<file path="src/rtl/msi_pkg.sv">
// Shared encodings for the MSI L1 controller: line states, directory
// request codes, FSM states and a few helpers.
package msi_pkg;

    localparam int NUM_LINES = 4;

    // Line state as stored in the L1 array
    typedef enum logic [2:0] {
        LS_EMPTY = 3'b000,
        LS_I     = 3'b001,
        LS_S     = 3'b010,
        LS_M     = 3'b011
    } line_state_t;

    // HitOrMiss codes seen by the directory
    localparam logic [1:0] HOM_READ_MISS  = 2'b00;
    localparam logic [1:0] HOM_WRITE_MISS = 2'b01;
    localparam logic [1:0] HOM_HIT        = 2'b10;
    localparam logic [1:0] HOM_IDLE       = 2'b11;

    // Signal codes seen by the directory
    localparam logic [1:0] SIG_NONE  = 2'b00;
    localparam logic [1:0] SIG_READ  = 2'b01;
    localparam logic [1:0] SIG_WRITE = 2'b10;
    localparam logic [1:0] SIG_WB    = 2'b11;

    // Invalidate command codes; only INV_LINE has an effect
    localparam logic [1:0] INV_NONE = 2'b00;
    localparam logic [1:0] INV_LINE = 2'b01;

    // Requester codes on Processor
    localparam logic [1:0] PROC_NONE = 2'b00;
    localparam logic [1:0] PROC_P00  = 2'b01;
    localparam logic [1:0] PROC_P01  = 2'b10;

    // Encoded block addresses and data
    localparam logic [3:0] ADDR_EMPTY = 4'b0000;
    localparam logic [3:0] ADDR_100   = 4'b0001;
    localparam logic [3:0] ADDR_138   = 4'b1000;
    localparam logic [3:0] DATA_ZERO  = 4'b0000;

    // Controller FSM states
    typedef enum logic [2:0] {
        ST_IDLE,
        ST_LOOKUP,
        ST_WB,
        ST_REQ,
        ST_WAIT_FILL,
        ST_RESPOND
    } fsm_state_t;

    // A line holds usable data only in S or M
    function automatic logic line_is_valid(input line_state_t s);
        return (s == LS_S) || (s == LS_M);
    endfunction

    // Miss/upgrade request encodings depend only on the access type
    function automatic logic [1:0] req_hom(input logic is_write);
        return is_write ? HOM_WRITE_MISS : HOM_READ_MISS;
    endfunction

    function automatic logic [1:0] req_sig(input logic is_write);
        return is_write ? SIG_WRITE : SIG_READ;
    endfunction

endpackage

</file>
<file path="src/rtl/msi_l1_array.sv">
// Four-entry direct-mapped tag/state/data store. The read port shows the
// state as it will look after any same-cycle invalidate, so a lookup racing
// an invalidate of its own line sees the line as I. On a simultaneous write
// and invalidate of the same line the write lands first and the invalidate
// is then applied on top of it.
module msi_l1_array
    import msi_pkg::*;
#(
    parameter int ADDR_W = 4,
    parameter int DATA_W = 4
) (
    input  logic              i_clk,
    input  logic              i_srst,
    input  logic [ADDR_W-1:0] i_rd_addr,
    output logic [ADDR_W-3:0] o_rd_tag,
    output line_state_t       o_rd_state,
    output logic [DATA_W-1:0] o_rd_data,
    input  logic              i_wr_en,
    input  logic [ADDR_W-1:0] i_wr_addr,
    input  line_state_t       i_wr_state,
    input  logic [DATA_W-1:0] i_wr_data,
    input  logic              i_inv_en,
    input  logic [ADDR_W-1:0] i_inv_addr
);
    localparam int TAG_W = ADDR_W - 2;

    logic [TAG_W-1:0]  r_tag   [NUM_LINES];
    line_state_t       r_state [NUM_LINES];
    logic [DATA_W-1:0] r_data  [NUM_LINES];

    logic [TAG_W-1:0]  w_tag_next   [NUM_LINES];
    line_state_t       w_state_next [NUM_LINES];
    logic [DATA_W-1:0] w_data_next  [NUM_LINES];
    line_state_t       w_state_view [NUM_LINES];
    logic [NUM_LINES-1:0] w_wr_sel;
    logic [NUM_LINES-1:0] w_inv_now;
    logic [NUM_LINES-1:0] w_inv_next;

    genvar gi;
    generate
        for (gi = 0; gi < NUM_LINES; gi++) begin : g_line
            assign w_wr_sel[gi]     = i_wr_en && (i_wr_addr[1:0] == 2'(gi));
            assign w_tag_next[gi]   = w_wr_sel[gi] ? i_wr_addr[ADDR_W-1:2] : r_tag[gi];
            assign w_state_next[gi] = w_wr_sel[gi] ? i_wr_state : r_state[gi];
            assign w_data_next[gi]  = w_wr_sel[gi] ? i_wr_data : r_data[gi];
            // Invalidate against the current contents (for the read view)
            assign w_inv_now[gi]    = i_inv_en && (i_inv_addr[1:0] == 2'(gi))
                                    && (i_inv_addr[ADDR_W-1:2] == r_tag[gi])
                                    && line_is_valid(r_state[gi]);
            // Invalidate against the post-write contents (for the update)
            assign w_inv_next[gi]   = i_inv_en && (i_inv_addr[1:0] == 2'(gi))
                                    && (i_inv_addr[ADDR_W-1:2] == w_tag_next[gi])
                                    && line_is_valid(w_state_next[gi]);
            assign w_state_view[gi] = w_inv_now[gi] ? LS_I : r_state[gi];
        end
    endgenerate

    assign o_rd_tag   = r_tag[i_rd_addr[1:0]];
    assign o_rd_state = w_state_view[i_rd_addr[1:0]];
    assign o_rd_data  = r_data[i_rd_addr[1:0]];

    // Commit writes and invalidates; reset empties every line
    always_ff @(posedge i_clk) begin
        if (i_srst) begin
            for (int i = 0; i < NUM_LINES; i++) begin
                r_tag[i]   <= '0;
                r_state[i] <= LS_EMPTY;
                r_data[i]  <= '0;
            end
        end else begin
            for (int i = 0; i < NUM_LINES; i++) begin
                r_tag[i]   <= w_tag_next[i];
                r_data[i]  <= w_data_next[i];
                r_state[i] <= w_inv_next[i] ? LS_I : w_state_next[i];
            end
        end
    end

endmodule

</file>
<file path="src/rtl/msi_l1_controller.sv">
// Private L1 controller: services CPU loads/stores from the MSI array,
// issues writeback and miss/upgrade requests to the directory, installs
// fills and applies directory invalidations.
module msi_l1_controller
    import msi_pkg::*;
#(
    parameter logic [1:0] PROC_ID = 2'b01,
    parameter int         ADDR_W  = 4,
    parameter int         DATA_W  = 4
) (
    input  logic              Clock,
    input  logic              Reset,
    input  logic              CpuValid,
    input  logic              CpuWrite,
    input  logic [ADDR_W-1:0] CpuAddress,
    input  logic [DATA_W-1:0] CpuWriteData,
    output logic              CpuReady,
    output logic              CpuDone,
    output logic [DATA_W-1:0] CpuReadData,
    output logic              DirValid,
    input  logic              DirReady,
    output logic [1:0]        Processor,
    output logic [1:0]        HitOrMiss,
    output logic [1:0]        Signal,
    output logic [ADDR_W-1:0] DirAddress,
    output logic [DATA_W-1:0] DirData,
    input  logic              FillValid,
    input  logic [ADDR_W-1:0] FillAddress,
    input  logic [DATA_W-1:0] FillData,
    input  logic [1:0]        Invalidate,
    input  logic [ADDR_W-1:0] InvAddress
);
    fsm_state_t        r_state;
    logic [ADDR_W-1:0] r_addr;
    logic              r_write;
    logic [DATA_W-1:0] r_wdata;
    logic              r_cpu_ready;
    logic              r_cpu_done;
    logic [DATA_W-1:0] r_cpu_rdata;
    logic              r_dir_valid;
    logic [1:0]        r_processor;
    logic [1:0]        r_hom;
    logic [1:0]        r_signal;
    logic [ADDR_W-1:0] r_dir_addr;
    logic [DATA_W-1:0] r_dir_data;

    logic [ADDR_W-3:0] w_rd_tag;
    line_state_t       w_rd_state;
    logic [DATA_W-1:0] w_rd_data;
    logic              w_hit;
    logic              w_victim_dirty;
    logic              w_fill_match;
    logic              w_inv_en;
    logic              w_wr_en;
    logic [ADDR_W-1:0] w_wr_addr;
    line_state_t       w_wr_state;
    logic [DATA_W-1:0] w_wr_data;

    msi_l1_array #(
        .ADDR_W (ADDR_W),
        .DATA_W (DATA_W)
    ) u_array (
        .i_clk      (Clock),
        .i_srst     (Reset),
        .i_rd_addr  (r_addr),
        .o_rd_tag   (w_rd_tag),
        .o_rd_state (w_rd_state),
        .o_rd_data  (w_rd_data),
        .i_wr_en    (w_wr_en),
        .i_wr_addr  (w_wr_addr),
        .i_wr_state (w_wr_state),
        .i_wr_data  (w_wr_data),
        .i_inv_en   (w_inv_en),
        .i_inv_addr (InvAddress)
    );

    assign w_inv_en       = (Invalidate == INV_LINE);
    assign w_hit          = (w_rd_tag == r_addr[ADDR_W-1:2]) && line_is_valid(w_rd_state);
    // M with no hit can only be another block sharing the index
    assign w_victim_dirty = !w_hit && (w_rd_state == LS_M);
    assign w_fill_match   = FillValid && (FillAddress == r_addr);

    // Array write port: store hit in M, victim drop after writeback, fill install
    always_comb begin
        w_wr_en    = 1'b0;
        w_wr_addr  = r_addr;
        w_wr_state = LS_I;
        w_wr_data  = r_wdata;
        case (r_state)
            ST_LOOKUP: begin
                if (r_write && w_hit && (w_rd_state == LS_M)) begin
                    w_wr_en    = 1'b1;
                    w_wr_state = LS_M;
                end
            end
            ST_WB: begin
                if (DirReady) begin
                    w_wr_en    = 1'b1;
                    w_wr_addr  = r_dir_addr;
                    w_wr_state = LS_I;
                    w_wr_data  = r_dir_data;
                end
            end
            ST_WAIT_FILL: begin
                if (w_fill_match) begin
                    w_wr_en    = 1'b1;
                    w_wr_state = r_write ? LS_M : LS_S;
                    w_wr_data  = r_write ? r_wdata : FillData;
                end
            end
            default: ;
        endcase
    end

    // Controller FSM with registered CPU and directory outputs
    always_ff @(posedge Clock) begin
        if (Reset) begin
            r_state     <= ST_IDLE;
            r_addr      <= '0;
            r_write     <= 1'b0;
            r_wdata     <= '0;
            r_cpu_ready <= 1'b1;
            r_cpu_done  <= 1'b0;
            r_cpu_rdata <= '0;
            r_dir_valid <= 1'b0;
            r_processor <= PROC_NONE;
            r_hom       <= HOM_IDLE;
            r_signal    <= SIG_NONE;
            r_dir_addr  <= '0;
            r_dir_data  <= '0;
        end else begin
            case (r_state)
                ST_IDLE: begin
                    if (CpuValid && r_cpu_ready) begin
                        r_addr      <= CpuAddress;
                        r_write     <= CpuWrite;
                        r_wdata     <= CpuWriteData;
                        r_cpu_ready <= 1'b0;
                        r_state     <= ST_LOOKUP;
                    end
                end
                ST_LOOKUP: begin
                    if (w_hit && !(r_write && (w_rd_state == LS_S))) begin
                        // Read hit, or store hit in M: complete locally
                        r_cpu_done  <= 1'b1;
                        r_cpu_rdata <= r_write ? r_wdata : w_rd_data;
                        r_hom       <= HOM_HIT;
                        r_state     <= ST_RESPOND;
                    end else if (w_victim_dirty) begin
                        // Dirty block in the way: write it back first
                        r_dir_valid <= 1'b1;
                        r_processor <= PROC_ID;
                        r_hom       <= HOM_IDLE;
                        r_signal    <= SIG_WB;
                        r_dir_addr  <= {w_rd_tag, r_addr[1:0]};
                        r_dir_data  <= w_rd_data;
                        r_state     <= ST_WB;
                    end else begin
                        // Miss or upgrade from S
                        r_dir_valid <= 1'b1;
                        r_processor <= PROC_ID;
                        r_hom       <= req_hom(r_write);
                        r_signal    <= req_sig(r_write);
                        r_dir_addr  <= r_addr;
                        r_state     <= ST_REQ;
                    end
                end
                ST_WB: begin
                    if (DirReady) begin
                        r_hom      <= req_hom(r_write);
                        r_signal   <= req_sig(r_write);
                        r_dir_addr <= r_addr;
                        r_dir_data <= '0;
                        r_state    <= ST_REQ;
                    end
                end
                ST_REQ: begin
                    if (DirReady) begin
                        r_dir_valid <= 1'b0;
                        r_processor <= PROC_NONE;
                        r_hom       <= HOM_IDLE;
                        r_signal    <= SIG_NONE;
                        r_dir_addr  <= '0;
                        r_state     <= ST_WAIT_FILL;
                    end
                end
                ST_WAIT_FILL: begin
                    if (w_fill_match) begin
                        r_cpu_done  <= 1'b1;
                        r_cpu_rdata <= r_write ? r_wdata : FillData;
                        r_state     <= ST_RESPOND;
                    end
                end
                ST_RESPOND: begin
                    r_cpu_done  <= 1'b0;
                    r_hom       <= HOM_IDLE;
                    r_cpu_ready <= 1'b1;
                    r_state     <= ST_IDLE;
                end
                default: begin
                    r_cpu_ready <= 1'b1;
                    r_state     <= ST_IDLE;
                end
            endcase
        end
    end

    assign CpuReady    = r_cpu_ready;
    assign CpuDone     = r_cpu_done;
    assign CpuReadData = r_cpu_rdata;
    assign DirValid    = r_dir_valid;
    assign Processor   = r_processor;
    assign HitOrMiss   = r_hom;
    assign Signal      = r_signal;
    assign DirAddress  = r_dir_addr;
    assign DirData     = r_dir_data;

endmodule

</file>
<file path="config.mk">
export PLATFORM = sky130hd
export DESIGN_NAME = msi_l1_controller
export DESIGN_NICKNAME = d
export VERILOG_FILES = /design/src/rtl/msi_pkg.sv /design/src/rtl/msi_l1_array.sv /design/src/rtl/msi_l1_controller.sv
export SDC_FILE = /design/constraint.sdc
export NUM_CORES = 1
export LEC_CHECK = 0
export BUFFER_PORTS_ARGS = -buffer_cell sky130_fd_sc_hd__buf_2
export CAP_MARGIN = 30
export CELL_PAD_IN_SITES_DETAIL_PLACEMENT = 1
export CELL_PAD_IN_SITES_GLOBAL_PLACEMENT = 2
export CORE_MARGIN = 8
export CORE_UTILIZATION = 25
export DETAILED_ROUTE_END_ITERATION = 7
export PLACE_DENSITY = 0.64
export SYNTH_ARGS = -nofsm -noshare
export SYNTH_HDL_FRONTEND = slang
export SYNTH_SLANG_ARGS = --single-unit
</file>
<file path="constraint.sdc">
create_clock -name Clock -period 3.25 [get_ports Clock]
set_input_delay 0.4875 -clock Clock [delete_from_list [all_inputs] [get_ports Clock]]
set_output_delay 0.4875 -clock Clock [all_outputs]
set_load 0.05 [all_outputs]
</file>
After elaboration in Yosys (flattened, before gate mapping)
Memory sizes are Yosys's and may differ from the RTL's. A register that Yosys moved wholly into a read port is not among the register bits.
Index checks and enable logic that the tools add are counted.
Storage, ports and cells
  bits in registers: 33
  bits in writable memories: 36
  bits of input ports: 28
  output and inout port bits: 21
  word-level logic and storage cells: 245
  memories: 3
Operators by class
  $lt $le $gt $ge: 1
  equal/unequal tests: 51
  multiplexer cells: 97
  bitwise operators: 14
  reduce and logical (&&, ||, !) cells: 66
Memories
  u_array.r_data: words 4, bits a word 4, read ports 1, clocked after memory_dff 1, wr ports 4, line msi_l1_array.sv:29  | logic [DATA_W-1:0] r_data [NUM_LINES];
  u_array.r_state: words 4, bits a word 3, read ports 4, clocked after memory_dff 0, wr ports 4, line msi_l1_array.sv:28  | line_state_t r_state [NUM_LINES];
  u_array.r_tag: words 4, bits a word 2, read ports 5, clocked after memory_dff 1, wr ports 4, line msi_l1_array.sv:27  | logic [TAG_W-1:0] r_tag [NUM_LINES];
Operator list (number)
  $mux 4: 22
  $mux 3: 23
  $eq 3x2->1 const B: 20
  $mux 2: 24
  $logic_and 1x1->1: 32
  $pmux 4 s2: 3
  $eq 2x2->1: 9
  $pmux 3 s5: 1
  $mux 1: 14
  $ne 2x2->1 const B: 7
  $or 1x1->1: 12
  $pmux 4 s3: 1
  $reduce_and 2->1: 6
  $reduce_and 3->1: 4
  $reduce_and 4->1: 3
  $logic_or 1x1->1: 9
  $eq 2x2->1 const B: 4
  $pmux 2 s2: 2
  $pmux 2 s4: 1
  $bmux 3 s2: 1
  $eq 2x1->1 const B: 3
  $eq 3x3->1 const B: 2
  $pmux 1 s3: 2
  $pmux 2 s3: 1
  14 further kinds: 23

Logic depth before layout (Yosys ltp)
  depth in word-level cells: 22
  mapped depth: 10
  gate-level depth less buffers: 8

Cells and area by module
Synthesis repeated with hierarchy kept, for this count alone.
Second synthesis, totals
  cells, all modules: 417
  area, all modules: 3816.2 um^2
Modules (own cells, without submodules)
  msi_l1_array: instances 1, cells each 203, area an instance 2019.4 um^2, seq. area each 880.8 um^2
  msi_l1_controller: instances 1, cells each 214, area an instance 1796.7 um^2, seq. area each 620.6 um^2

Worst setup path before layout
OpenSTA, ideal clock, no wires.
  path kind: in2reg
  start: input port InvAddress[0]
  end: memory u_array.r_state[0][0] in the netlist's numbering
  arrival time: 2530 ps
  setup slack: 605 ps
  stages: 8
  buffers on the path: 0
  path through: nand4bb_1 -> or3_4 -> a221oi_4 -> nor2_4 -> a31oi_4 -> mux2i_1 -> xor2_1 -> a31o_1
RTL lines
  start, declared: line msi_l1_controller.sv:31  | input logic [ADDR_W-1:0] InvAddress
  end, declared: line msi_l1_array.sv:28

==> out/metrics.cfg <==
[outcome]
run_status=finished, final reports clean

[worst_hold_path]
hold_path_class=primary input to flip-flop
min-delay-start=CpuWrite
worstHoldPathCells=3
holdPathEnd=r_write$_SDFFE_PP0P_

[synthesis]
synth_compound_area_share_pct=18.25
ys_async_sr_fraction_pct=0
syn_area_per_cell_sq_um=8.867
yosysSeqAreaShare_pct=38.63
synth_flop_cell=dfxtp_1
yosys.area_share.simple_pct=26.69
syn-num-nets=478
synth_edf_count=16
synth_fa_ha_area_share_pct=0
synth_xor_area_share_pct=3.293
ys_types=69
synth_mux_area_share_pct=8.968
yosys_warnings=0
netlist_instances=450
ys_seq_elements=69
synth_top_family_by_area=simple AND/OR/NAND/NOR gates
netlist_area_sq_um=3990

[floorplanning]
initial_core_util_pct=25.30
io_pins=49
die-area_sq_um=20260
die_y_um=142.3
rows=46
core_area_sq_um=15770
die_w_um=142.3

[cells_and_area]
final_cell_mix=nor2_1 (69), dfxtp_1 (53), buf_2 (47)
nNetsFinal=532
final_common_cell=nor2_1
fin_util_pct=30.72
drive_gt1_share_pct=21.61
antenna_cells=0
area_growth_pct=21.42
multi_input_area_sq_um=2292
seqCellArea_sq_um=1541
nFillCells=1861

[routing]
route.detailed.drc=0
ant_nets=0
wl_um=13390
vias_per_cell=4.847
route.detailed.wl_per_inst_um=18.47
drt-initial-drc-count=164
routed-via-count=3514
drt-pass1-iter-count=4

[sta]
worstMarginPinSlew_ns=0.7092
setup_tns_ns=0
finalWorstSetupSlack_ns=0.3768
min_period_ns=2.873
finalHoldViolations=0
rsz0062_at_grt=no
setup_viol=0
maxSlewViolCount=0
timing.final.crit_share_pct=88.41
slew_headroom_pct=52.66
finClkSkew_ns=0.004106
fmax_ghz=0.3480

[critical_path]
r2r_setup_slack_ns=0.38
worstSetupEndpointType=flip-flop
cp.required_ns=3.48
r2r_start=r_addr[0]$_SDFFE_PP0P_
r2r-end=u_array.r_state[3][1]$_SDFF_PP0_
crit_fanout=13
critPathKind=flip-flop to flip-flop
cp.arrival_ns=3.11
worstSetupStartpointType=flip-flop
ff2ff_path_depth=8

[placed_design]
place_hpwl_um=10390
finalWeightedCongestion=0.8039
pre_cts_ws_ns=0.1225
port_buffers=47

[global_routing]
grt_max_degree=34
grt_pass1_vias=3648
antenna_found_initial=0
grt_pass1_wl_um=20970
gr-total-overflow=0
grt_usage_pct=13.69

[cts]
clk_pin_slew_ns=0.06
clock-sinks=69
cts_hold_buf=0
cts_setup_buffers=0
cts_buffers=9
clock_path_buffers=2
cts_resized=0
clock_latency_ns=0.34
htreeDepth=3
root_buffer=clkbuf_16
cts_tree=yes

[pwr]
p_leak_nw=1.879
pwr_density_cell_nw_per_um2=720.4
finalPower_mw=3.490
irDropWorstVdd_mv=0.2478

[run]
drv_cap=0

-- sequential cells by signal (all words and copies together), names as in the netlist, named ones only --
register         cells
CpuReady             1
r_wdata              4
DirData              4
u_array.r_state     12
CpuDone              1
HitOrMiss            2
u_array.r_data      16
DirValid             1
CpuReadData          4
r_state              3
r_addr               4
Signal               2
r_write              1
u_array.r_tag        8
DirAddress           4
-- where the power goes --
part           internal [mW]  switching (mW)
Combinational          0.491           0.879
Clock                  0.594           0.398
Sequential              1.00           0.128
-- layout make-up --
class,instances,area share (%)
Clock buffer,10,4.726
Clock inverter,6,1.291
Inverter,13,1.007
Multi-Input combinational cell,342,47.31
Sequential cell,69,31.82
Tap cell,216,5.579
Timing Repair Buffer,69,8.264
-- kinds of logic after synthesis --
| group | count (synthesis) |
|---|---|
| mux | 28 |
| buf+inv | 39 |
| xor+xnor | 15 |
| simple gates | 208 |
| other cells | 1 |
| compound gates | 90 |
| flops | 69 |
-- worst max path at each step --
| stage | startpoint | to | cells past startpoint |
|---|---|---|---|
| 2_1_floorplan | InvAddress[0] | u_array.r_state[0][0]$_SDFF_PP0_ | 8 |
| 3_3_place_gp | Invalidate[1] | u_array.r_state[0][0]$_SDFF_PP0_ | 9 |
| 3_5_place_dp | Invalidate[1] | u_array.r_data[1][2]$_SDFFCE_PN0P_ | 8 |
| 6_report | r_addr[0]$_SDFFE_PP0P_ | u_array.r_state[3][1]$_SDFF_PP0_ | 8 |
| 5_1_grt | r_addr[0]$_SDFFE_PP0P_ | u_array.r_state[3][1]$_SDFF_PP0_ | 8 |
| 4_1_cts | r_addr[0]$_SDFFE_PP0P_ | u_array.r_state[3][1]$_SDFF_PP0_ | 8 |
-- critical path, cell delays in order, from the launching register on --
cell	delay (ns)
dfxtp_1	0.77
xor2_1	0.13
nor3_1	0.40
a41oi_1	0.31
nor2_1	0.45
o21a_1	0.24
nor3_1	0.05
nand4b_1	0.22
o2111a_1	0.18
-- per-stage QoR --
stage / instances / hold slack [ns] / instance area (sq um)
after floorplan: 450 / 0.4031 / 3990
after CTS: 725 / 0.3676 / 4845
final: 725 / 0.3799 / 4845
after global routing: 725 / 0.3901 / 4845
after detailed placement: 709 / 0.4208 / 4553
after global placement: 709 / 0.4183 / 4553
-- cells in the mapped netlist, types with 5 or more instances --
library cell	instances	share of area [%]
clkbuf_1	16	1.5
mux2i_1	20	5.0
nand2b_1	11	1.7
nand2_1	39	3.7
nor2b_1	10	1.6
and2_1	6	0.94
edfxtp_1	16	12
nand3_1	15	1.9
nor3_1	20	2.5
buf_2	7	0.88
o21ai_0	16	2.0
a21oi_1	25	3.1
nor2_1	69	6.5
mux4_2	6	3.4
inv_1	13	1.2
xnor2_1	7	1.5
and3_1	5	0.78
xor2_1	8	1.8
dfxtp_1	53	27
-- routing by layer --
layer	GRT usage [%]	wire length [um]	vias to the layer above
li1	-	-	1717
met1	16.81	6188	1729
met2	22.73	6464	47
met3	2.617	377	21
met4	6.320	358	0
met5	0	0	-
No activity file was read; power rests on OpenSTA's default activity.
